**src/rtl/gt_refclk_obuf.sv**
```systemverilog
// gt_refclk_obuf: gated, divided reference clock driven out as a differential
// pair. Start and stop are glitch-free: the first rising edge follows a fixed
// warm-up, and every high pulse lasts exactly DIV_HALF cycles, even when the
// enable is withdrawn partway through one.
module gt_refclk_obuf #(
  parameter logic       REFCLK_EN_TX_PATH = 1'b1,
  parameter logic [4:0] REFCLK_ICNTL_TX   = 5'd0,
  parameter int         DIV_HALF          = 1,
  parameter int         START_DLY         = 4
) (
  input  logic CLK,
  input  logic RST,
  input  logic CEB,
  output logic O,
  output logic OB,
  output logic ACTIVE
);

  typedef enum logic [1:0] {
    S_OFF    = 2'd0,
    S_WARMUP = 2'd1,
    S_RUN    = 2'd2,
    S_DRAIN  = 2'd3
  } state_t;

  localparam logic [7:0] HALF_LAST = 8'(DIV_HALF - 1);
  localparam logic [7:0] DLY_INIT  = 8'(START_DLY);

  // Drive strength has no behavioural meaning here; keep it referenced.
  logic unused_icntl;
  assign unused_icntl = ^REFCLK_ICNTL_TX;

  state_t     state_q, state_d;
  logic [7:0] dly_cnt_q, dly_cnt_d;
  logic [7:0] half_cnt_q, half_cnt_d;
  logic       o_q, o_d;
  logic       ob_q, ob_d;
  logic       active_q, active_d;
  logic       ceb_meta_q, ceb_meta_d;
  logic       ceb_s_q, ceb_s_d;
  logic       half_last;

  assign half_last = (half_cnt_q == HALF_LAST);

  // Synchroniser inputs: CEB may arrive from another clock domain.
  always_comb begin
    ceb_meta_d = CEB;
    ceb_s_d    = ceb_meta_q;
  end

  // Next-state logic; O only changes at phase boundaries so no runt pulses.
  always_comb begin
    state_d    = state_q;
    dly_cnt_d  = dly_cnt_q;
    half_cnt_d = half_cnt_q;
    o_d        = o_q;
    unique case (state_q)
      S_OFF: begin
        o_d = 1'b0;
        if (!ceb_s_q && REFCLK_EN_TX_PATH) begin
          state_d   = S_WARMUP;
          dly_cnt_d = DLY_INIT;
        end
      end
      S_WARMUP: begin
        o_d = 1'b0;
        if (ceb_s_q) begin
          // Abort; the next enable restarts the full warm-up.
          state_d = S_OFF;
        end else if (dly_cnt_q == 8'd0) begin
          state_d    = S_RUN;
          o_d        = 1'b1;
          half_cnt_d = 8'd0;
        end else begin
          dly_cnt_d = dly_cnt_q - 8'd1;
        end
      end
      S_RUN: begin
        if (half_last) begin
          o_d        = ~o_q;
          half_cnt_d = 8'd0;
        end else begin
          half_cnt_d = half_cnt_q + 8'd1;
        end
        if (ceb_s_q) begin
          if (!o_d) begin
            // Output lands low on this edge: safe to stop immediately.
            state_d    = S_OFF;
            half_cnt_d = 8'd0;
          end else begin
            // A high phase is in progress; let it run its full length.
            state_d = S_DRAIN;
          end
        end
      end
      S_DRAIN: begin
        if (half_last) begin
          o_d        = 1'b0;
          half_cnt_d = 8'd0;
          state_d    = S_OFF;
        end else begin
          half_cnt_d = half_cnt_q + 8'd1;
        end
      end
      default: begin
        state_d = S_OFF;
        o_d     = 1'b0;
      end
    endcase
    ob_d     = ~o_d;
    active_d = (state_d == S_RUN);
  end

  // State registers with synchronous reset; reset wins even mid-high-phase.
  always_ff @(posedge CLK) begin
    if (RST) begin
      state_q    <= S_OFF;
      dly_cnt_q  <= 8'd0;
      half_cnt_q <= 8'd0;
      o_q        <= 1'b0;
      ob_q       <= 1'b1;
      active_q   <= 1'b0;
      ceb_meta_q <= 1'b1;
      ceb_s_q    <= 1'b1;
    end else begin
      state_q    <= state_d;
      dly_cnt_q  <= dly_cnt_d;
      half_cnt_q <= half_cnt_d;
      o_q        <= o_d;
      ob_q       <= ob_d;
      active_q   <= active_d;
      ceb_meta_q <= ceb_meta_d;
      ceb_s_q    <= ceb_s_d;
    end
  end

  assign O      = o_q;
  assign OB     = ob_q;
  assign ACTIVE = active_q;

endmodule
```
**config.mk**
```make
export PLATFORM = sky130hd
export DESIGN_NAME = gt_refclk_obuf
export DESIGN_NICKNAME = d
export VERILOG_FILES = /design/src/rtl/gt_refclk_obuf.sv
export SDC_FILE = /design/constraint.sdc
export NUM_CORES = 1
export LEC_CHECK = 0
export CORE_MARGIN = 4
export CORE_UTILIZATION = 62
export CTS_CLUSTER_SIZE = 28
export DETAILED_ROUTE_END_ITERATION = 6
export PLACE_DENSITY = 0.82
export REMOVE_ABC_BUFFERS = 1
export SKIP_CTS_REPAIR_TIMING = 1
export SYNTH_ARGS = -nofsm -noshare
export SYNTH_HDL_FRONTEND = slang
export SYNTH_SLANG_ARGS = --single-unit
export TNS_END_PERCENT = 5
```
**constraint.sdc**
```tcl
create_clock -name CLK -period 8.4 [get_ports CLK]
set_clock_uncertainty 0.2 [all_clocks]
set_input_delay 0.84 -clock CLK [delete_from_list [all_inputs] [get_ports CLK]]
set_output_delay 0.84 -clock CLK [all_outputs]
set_load 0.01 [all_outputs]
```
==> results.sh <==
export IMPL_final_nets=149
export IMPL_hpwl_um=1680
export IMPL_clock_path_buffers=2
export IMPL_placementRows=15
export IMPL_synth_seq_area_share=0.383
export IMPL_peakVddDrop_mv=0.112
export IMPL_first_pass_iters=4
export IMPL_core_area_um2=1780
export IMPL_synth_top_area_frac=0.383
export IMPL_ys_warnings_count=0
export IMPL_gp_congestion=0.914
export IMPL_rsz0062_at_grt="no"
export IMPL_hold_viol_final=0
export IMPL_period_minus_slack_ns=2.99
export IMPL_overflow=0
export IMPL_synth_top_area_cell="dfxtp_1"
export IMPL_grt_pass1_vias=848
export IMPL_final_setup_tns_ns=0
export IMPL_end_kind="flop"
export IMPL_synthArstFlopShare=0
export IMPL_finalSetupViolCount=0
export IMPL_max_freq_mhz=335
export IMPL_ant_nets=0
export IMPL_r2r_start="half_cnt_q[0]$_SDFFE_PP0P_"
export IMPL_pre_cts_ws_ns=5.43
export IMPL_hold_path_class="flop to flop"
export IMPL_path_clk_slew_ns=0.12
export IMPL_reg2reg_depth=9
export IMPL_fin_crit_sh=0.356
export IMPL_cp_cell_sequence="inv_1 > ha_1 > or4b_4 > or2_2 > ha_1 > nand3b_1 > o2111ai_1 > or4_1 > nand3_1"
export IMPL_worst_path_most_repeated_cell="ha_1"
export IMPL_slew_violations=0
export IMPL_layout_setup_ws_ns=5.41
export IMPL_place_area_um2=1270
export IMPL_ys_ff_latch=23
export IMPL_critical_path_class="flop to flop"
export IMPL_required_ns=8.45
export IMPL_ys_types=43
export IMPL_path_delay_family="simple AND/OR/NAND/NOR gates"
export IMPL_cts_root_buffer="clkbuf_4"
export IMPL_track_usage=0.185
export IMPL_vias=981
export IMPL_syn_area_um2=1200
export IMPL_insertedDiodeCount=0
export IMPL_crit_arrival_ns=3.04
export IMPL_worstMarginPinSlew_ns=0.513
export IMPL_relSlewSlack=0.657
export IMPL_drive_gt1_frac=0.107
export IMPL_io_buffers=5
export IMPL_grt_max_degree=16
export IMPL_power_density_nw_per_um2=143
export IMPL_synth_edf_count=0
export IMPL_nFillCells=142
export IMPL_start_kind="flop"
export IMPL_min_delay_start="ceb_meta_q$_SDFF_PP1_"
export IMPL_synth_area_leaders="dfxtp_1 38%, ha_1 5.2%, or3_1 4.2%, a21oi_1 3.7%, inv_1 3.1%"
export IMPL_htree_levels=1
export IMPL_cts_tree="done"
export IMPL_status="complete, no violations"
export IMPL_drt_vias_per_instance=5.95
export IMPL_ios=6
export IMPL_reg2reg_slack_ns=5.41
export IMPL_slowest_stage="or4_1"
export IMPL_fp_dieH_um=52.0
export IMPL_crit_path_max_fanout=6
export IMPL_final_cell_area_um2=1290
export IMPL_drt_iter0_drc=39
export IMPL_die_area_um2=2710
export IMPL_numCtsBuffers=3
export IMPL_cap_violations=0
export IMPL_antenna_found_initial=0
export IMPL_cp_buffers_inverters=1
export IMPL_drc=0
export IMPL_critPathLaunch="half_cnt_q[0]$_SDFFE_PP0P_"
export IMPL_leakagePower_nw=0.470
export IMPL_synth_ff_type="dfxtp_1"
export IMPL_start_util=0.674
export IMPL_cp_num_cells=9
export IMPL_hold_depth=1
export IMPL_grt_pass1_wl_um=3740
export IMPL_die_x_um=52.0
export IMPL_syn_area_per_cell_um2=8.91
export IMPL_cts_sinks=23
export IMPL_netlist_instances=135
export IMPL_drt_total_wl_um=2200
export IMPL_avgRoutedWirePerCell_um=13.3
export IMPL_layout_area_overhead_vs_synth_pct=7.60
export IMPL_clk_insertion_delay_late_ns=0.30
export IMPL_max_stage_delay_ns=0.58
[path summary, 6_finish.rpt]
kind	to
min	ceb_s_q$_SDFF_PP1_
max reg2reg	half_cnt_q[7]$_SDFFE_PP0P_
min reg2reg	ceb_s_q$_SDFF_PP1_
max	half_cnt_q[7]$_SDFFE_PP0P_
[cell families after synthesis]
family,Yosys count,synth area share
buffers and inverters,14,0.0458
multiplexers,3,0.0250
XOR/XNOR,4,0.0291
AND/OR/NAND/NOR,52,0.263
AO/OA/AOI/OAI,34,0.202
adder cells (fa/ha/maj),5,0.0520
flip-flops,23,0.383
[state kept, by name, indices dropped and copies added (netlist names)]
register,flops
dly_cnt_q,8
O,1
state_q,2
ceb_s_q,1
ceb_meta_q,1
ACTIVE,1
half_cnt_q,8
OB,1
[placed cells by master, fill, tap and decap left out, types with 2 or more instances in the layout]
master	n
o21ai_0	2
and3_1	2
inv_1	10
nor2_1	10
o211ai_1	2
nand2b_1	2
or3_1	8
mux2i_1	3
a211oi_1	2
clkdlybuf4s50_1	5
nand3_1	5
o311ai_0	2
a21o_1	2
clkbuf_4	3
or2_2	4
ha_1	5
xnor2_1	4
nor3_1	2
o41ai_1	2
a21oi_1	9
or4_1	2
o21ai_1	4
nand2_1	8
dfxtp_1	23
[stage by stage]
step	power, mW	hold WS, ns	util	cells
finish	0.185	0.227	0.726	165
global placement	0.138	0.194	0.710	161
CTS	0.187	0.231	0.726	165
global route	0.195	0.248	0.726	165
detailed placement	0.138	0.199	0.710	161
floorplan	0.133	0.189	-	131
[report_power, final]
group          leakage [nW]  switching (mW)  internal, mW
logic                 0.266          0.0104        0.0101
clock network        0.0177          0.0309        0.0177
registers             0.186         0.00391         0.112
total                 0.470          0.0452         0.140
[per-layer routing]
metal / vias to the layer above / GRT usage / part of all wire
li1: 504 / - / -
met2: 25 / 0.301 / 0.47
met3: 4 / 0.0258 / 0.035
met5: - / 0 / 0
met4: 0 / 0.0655 / 0.011
met1: 448 / 0.247 / 0.49
[synth_stat cells (3+ instances only)]
cell type / number
dfxtp_1: 23
nand2_1: 8
or2_2: 4
o21ai_1: 4
nor2_1: 10
inv_1: 10
ha_1: 5
mux2i_1: 3
or3_1: 8
nand3_1: 5
a21oi_1: 9
xnor2_1: 4
[area by class of cell]
type | instances | area (um2) | area share
timing repair buffer | 5 | 50.0 | 0.0387
tap | 25 | 31.3 | 0.0242
sequential | 23 | 460 | 0.356
clock inverter | 1 | 5.00 | 0.00387
inverter | 10 | 37.5 | 0.0290
multi-input combinational | 98 | 687 | 0.531
clock buffer | 3 | 22.5 | 0.0174
Power figures use the tool's default switching activity.
